### src/rtl/truth_table_sequencer.sv
// truth_table_sequencer: scans all 16 {a,b,c,d} inputs of a combinational block, captures F and compares to an expected table.
// Parameter SETTLE_CYCLES (1..15): cycles each combination is held before f_in is sampled.
// Ports: clk, reset (sync, active-high), start, abort, expected[15:0], f_in ->
//        abcd[3:0], busy, done, table_out[15:0], mismatch, err_count[4:0].
// Optional macro TRUTH_TABLE_COMPARE_EN enables the mismatch/err_count comparison; otherwise both stay 0.
module truth_table_sequencer #(
  parameter int SETTLE_CYCLES = 1
) (
  input  logic        clk,
  input  logic        reset,
  input  logic        start,
  input  logic        abort,
  input  logic [15:0] expected,
  input  logic        f_in,
  output logic [3:0]  abcd,
  output logic        busy,
  output logic        done,
  output logic [15:0] table_out,
  output logic        mismatch,
  output logic [4:0]  err_count
);
  typedef enum logic [1:0] {IDLE, APPLY, SAMPLE, DONE} state_t;
  state_t state, state_next;
  logic [3:0] idx;
  logic [3:0] settle;
  logic settled;
  logic capture;
  logic cmp_mismatch;
  logic [4:0] cmp_count;
`ifdef TRUTH_TABLE_COMPARE_EN
  logic [15:0] diff;
  always_comb begin
    diff = table_out ^ expected;
    cmp_count = '0;
    for (int i = 0; i < 16; i++) cmp_count = cmp_count + 5'(diff[i]);
    cmp_mismatch = |diff;
  end
`else
  logic unused_expected;
  assign unused_expected = ^expected;
  assign cmp_mismatch = 1'b0;
  assign cmp_count = '0;
`endif
  always_comb begin
    state_next = state;
    settled = settle == 4'(SETTLE_CYCLES - 1);
    capture = 1'b0;
    case (state)
      IDLE:    state_next = start ? APPLY : IDLE;
      APPLY:   state_next = abort ? IDLE : settled ? SAMPLE : APPLY;
      SAMPLE: begin
        state_next = abort ? IDLE : idx == 4'd15 ? DONE : APPLY;
        capture = !abort;
      end
      default: state_next = IDLE;
    endcase
    busy = state == APPLY || state == SAMPLE;
    abcd = busy ? idx : 4'd0;
    done = state == DONE;
  end
  always_ff @(posedge clk) begin
    if (reset) begin
      state <= IDLE;
      idx <= '0;
      settle <= '0;
      table_out <= '0;
      mismatch <= 1'b0;
      err_count <= '0;
    end else begin
      state <= state_next;
      if (state == IDLE && start) begin
        idx <= '0;
        settle <= '0;
        table_out <= '0;
        mismatch <= 1'b0;
        err_count <= '0;
      end
      if (state == APPLY) settle <= (settled || abort) ? 4'd0 : settle + 4'd1;
      // idx saturates at 15; the scan ends there instead of wrapping
      if (capture) begin
        table_out[idx] <= f_in;
        idx <= idx + 4'(idx != 4'd15);
      end
      if (state == DONE) begin
        mismatch <= cmp_mismatch;
        err_count <= cmp_count;
      end
    end
  end
endmodule
### config.mk
export PLATFORM = sky130hd
export DESIGN_NAME = truth_table_sequencer
export DESIGN_NICKNAME = d
export VERILOG_FILES = /design/src/rtl/truth_table_sequencer.sv
export SDC_FILE = /design/constraint.sdc
export NUM_CORES = 1
export LEC_CHECK = 0
export ABC_AREA = 0
export CORE_MARGIN = 5
export CORE_UTILIZATION = 48
export CTS_CLUSTER_DIAMETER = 80
export CTS_CLUSTER_SIZE = 8
export DETAILED_ROUTE_END_ITERATION = 10
export GPL_ROUTABILITY_DRIVEN = 0
export PLACE_DENSITY_LB_ADDON = 0.2
export SKIP_CTS_REPAIR_TIMING = 1
export SLEW_MARGIN = 20
export SYNTH_ARGS = -nofsm -noshare
export SYNTH_HDL_FRONTEND = slang
export SYNTH_SLANG_ARGS = --single-unit
### constraint.sdc
create_clock -name clk -period 2.96 [get_ports clk]
set_input_delay 0.592 -clock clk [delete_from_list [all_inputs] [get_ports clk]]
set_output_delay 0.592 -clock clk [all_outputs]
set_load 0.01 [all_outputs]
# Word level (Yosys, flattened, before mapping)
# Cells that the tools add are included.
# W data, S select, Z words.
# word_totals
wordCells	40
register_bits	26
in_bits	21
output_inout_bits	28
# classes
n_reduce_logical	9
magnitude_cmp	2
n_mux	18
addsub	2
eq_ne	5
# ops
cell	count
$mux W16	3
$mux W4	5
$bwmux W16	1
$mux W2	4
$pmux W2 S3	1
$lt A4 B5 Y1 const B	1
$add A4 B1 Y4	1
$add A4 B1 Y4 const B	1
$demux W1 S4	1
$eq A2 B2 Y1 const B	2
$eq A4 B4 Y1 const B	1
$ge A4 B1 Y1 const B	1
$logic_not A4 Y1	1
$ne A4 B4 Y1 const B	1
$reduce_bool A2 Y1	2
$mux W1	3
$eq A2 B1 Y1 const B	1
$logic_and A1 B1 Y1	2
$logic_not A2 Y1	1
$logic_or A1 B1 Y1	2
$logic_not A1 Y1	1

# Logic depth before layout (Yosys ltp)
# depth
word_depth	6
mapped_depth	6
ltp_nobuf	5

# Worst setup path after synthesis
# OpenSTA, ideal clock, no wires.
# synth_path
path_kind	register -> register
start	register idx[2]
end	register idx[2]
arrival_time_ps	1481
stages_incl_launch_ff	7
period_less_slack_ps	1572
setup_slack_ps	1388
setup_ps	91
n_path_buf	1
required_ps	2869
cell_sequence	dfxtp_1 -> clkbuf_1 -> nand4_1 -> ha_1 -> ha_1 -> nand2b_1 -> a311oi_1
# synth_between
elab_chain_len	3
# synth_lines
element	line	rtl
from (decl)	24	logic [3:0] idx;
from (signal assigned)	82	idx <= idx + 4'(idx != 4'd15);
$ne A4 B4 Y1	82	
$add A4 B1 Y4 (*)	82	
$mux W4 (*)	80	if (capture) begin
# Every way passes the cells marked *; elsewhere a longest branch is shown, timed or not.
# A chain may end at the register's enable or synchronous reset.

# Worst setup path in the final report
# layout_path
start	register state[0]
end	output abcd[2]
# layout_between
elab_chain_len	3
word_cells_on_any_way	4
cone_classes	2 x eq/ne; 1 x mux; 1 x reduce/logical
# layout_lines
element	line	rtl
from (decl)	23	state_t state, state_next;
from (signal assigned)	70	state <= state_next;
$eq A2 B1 Y1 / $eq A2 B2 Y1 (equally long branches)	57	busy = state == APPLY || state == SAMPLE;
$logic_or A1 B1 Y1 (*)	57	
$mux W4 (*)	58	abcd = busy ? idx : 4'd0;
to (decl)	15	output logic [3:0] abcd,
# Marked as above.

==> results.md <==
- Syn_area_per_cell: approximately 9.2 um2
- Switching power total: 139 uW
- Pint: between 500 and 600 uW
- Adder-Cell Fraction of Synth Area: 7.09%
- # Max-Cap Violations: 0
- Clk slew on worst S/H paths: between 0.1 and 0.15 ns
- Total wire length: 2.97 mm
- CTS H-tree lvls: 1
- Synth area leaders: dfxtp_1 37%, mux2i_1 9.9%, nand2_1 7.4%
- Pins over their slew limit: 0
- Final Power: 646 uW
- Die ar.: ~4100 um2
- Post-synth top area cell: dfxtp_1
- Status: finished clean
- Skew-Pair Late Insertion Delay: between 0.3 and 0.4 ns
- Area of the mapped netlist: about 1400 um2
- Final hold slack: between 0.4 and 0.5 ns
- Fin crit share: between 80% and 90%
- Gate Count Post-Synth: approximately 150
- Final Hold Fails: 0
- First-pass DRT Iterations: 4
- Asr flop ratio synth: 0%
- CTS tree: done
- Clk buf depth: 2
- First-pass GRT wire length: just under 5 mm
- Multiplexer share of the synthesized area: between 10 and 15%
- Largest family of logic cells by synthesized area: simple AND/OR/NAND/NOR gates
- Fin nets: around 210
- DRC viols: 0
- Die Y: 64.3 um
- Setup TNS: 0 ns
- Met2 usage: 26.6%
- CP Data Arrival Time: approximately 1.8 ns
- GR peak layer: met2
- Fmax: ~0.42 GHz
- FILL cells: about 270
- Layout cell share with drive strength beyond 1: 7.39%
- Worst-Margin Slew: around 0.72 ns
- Vias per Instance: 5.48
- Highest net fanout along the worst path: 5
- Synth cell count leaders: 28 x nand2_1, 26 x dfxtp_1, 14 x mux2i_1
- Sequential-to-total area share from yosys stat: between 30% and 40%
- Clock power share: a little under two fifths
- Post-synth top area share: between 30 and 40%
- Sw frac: between 20% and 30%
- Starting density of the core: just over 50%
- Multi-input logic area: approximately 800 um2
- Slew HR: 51.9%
- Area Overhead vs Synth: 20.4%
- Reg area: approximately 520 um2
- Synth Area in Compound Gates: between 10% and 20%
- Power Dens Cells: approximately 380 nW/um2
- Vias: roughly 1.1k
- CP Launch Type: register
- Die width: ~64 um
- Synth warnings: 0
- IO Pins: ~50
- Unrepaired setup endpoints after global routing: no
- Detailed-route wire length per cell: around 14 um
- Final core utilization: between 60% and 70%
- Clock root cell: clkbuf_4
- Synth Area in Simple Gates: 26.4%
- Netlist cell types: 42
- Antenna violations before repair: 0
- Post-synth EDFFs: 0
- Dpl hpwl: 2.15 mm
- Flops & latches, synth: 26
- WS Path Type: register to output pin
- Worst hold path type: register to register
- Crit end category: output pin
- Xor and xnor area share after synthesis: 0%
- CTS buffer count: 3
- P_leak: 0.705 nW
- Met1 usage: 16.9%
- Logic pwr share: approximately 7.6%
- Final setup fails: 0
- Dominant synthesized flop cell: dfxtp_1
- Maximum vdd drop: between 300 and 400 uV
- WP data required: approximately 2.4 ns
- Overall routing resource usage: around 15%
- First DRT Iteration DRCs: 30
- Overflow after GRT: 0
- Vias in the first global route: ~1.1k
- Crit path time final: between 2 and 2.5 ns
- DRT antenna net count: 0
- PortBufs: 26
- Largest net degree at the start of global routing: 17
- N_diodes: 0
- Row count: 19
- Most common cell in the synthesized netlist: nand2_1
- Clock skew: 0.00661 ns
- Core ar.: 2780 um2
- Sequential fraction of design power: a little over half
- Met3 Resource Use GR: 4.20%
- Clock Sinks: 26
critical path, cell delays in order, from the launching register on:
cell             delay, ns
dfxtp_1               0.39
inv_1                 0.07
ha_1                  0.33
and2_1                0.14
clkdlybuf4s50_1       0.54
per-layer routing:
layer  wire length [um]  vias up
li1                   -      572
met1               1310      530
met3                130        4
met2               1510       28
met5                  0        -
met4                 21        0
state kept, by name, indices dropped and copies added (netlist names):
name / flops
settle: 4
table_out: 16
idx: 4
state: 2
logic make-up after synthesis:
family | count (synthesis)
other | 1
buffers and inverters | 20
AND/OR/NAND/NOR | 63
multiplexers | 15
AO/OA/AOI/OAI | 21
adder cells (fa/ha/maj) | 8
flip-flops | 26
layout by cell type (no fill, tap or decap), drive strengths merged, types with 2 or more instances in the layout:
cell / Yosys / layout
ha: 8 / 8
and4bb: 2 / 2
nand4: 2 / 2
nor3b: 3 / 3
clkbuf: 3 / 3
and2: 5 / 5
a21oi: 7 / 7
nand2b: 5 / 5
clkdlybuf4s50: 0 / 26
o21ai: 2 / 2
conb: 1 / 6
mux2i: 14 / 14
inv: 6 / 6
nor2b: 2 / 2
nand2: 28 / 28
dfxtp: 26 / 26
nand3: 9 / 9
power by group through the flow:
stage	clock network [mW]	registers, mW	logic (mW)
floorplan	0	0.360	0.0411
global route	0.269	0.354	0.0527
finish	0.244	0.353	0.0490
CTS	0.248	0.353	0.0490
detailed placement	0	0.361	0.0488
global placement	0	0.361	0.0471
through the flow:
step	instances	setup WS (ns)	area, um2
6_report	207	0.586	1700
5_1_grt	207	0.463	1700
4_1_cts	207	0.564	1700
3_5_place_dp	203	0.796	1650
3_3_place_gp	203	0.873	1650
2_1_floorplan	159	1.39	1430
worst paths after layout:
kind | depth (start not counted) | slack, ns | end | start
min | 2 | 0.47 | table_out[4] | table_out[4]
max | 4 | 0.59 | abcd[2] | state[0]
min reg2reg | 2 | 0.47 | table_out[4] | table_out[4]
max reg2reg | 5 | 1.25 | table_out[5] | state[0]
layout make-up:
cell class / instances / area share, %
Clock buffer: 3 / 1.32
Clock inverter: 1 / 1.77
Inverter: 6 / 1.32
Multi-Input combinational cell: 113 / 46.9
Sequential cell: 26 / 30.6
Tap cell: 31 / 2.28
Timing Repair Buffer: 27 / 15.7
Power figures use the tool's default switching activity.
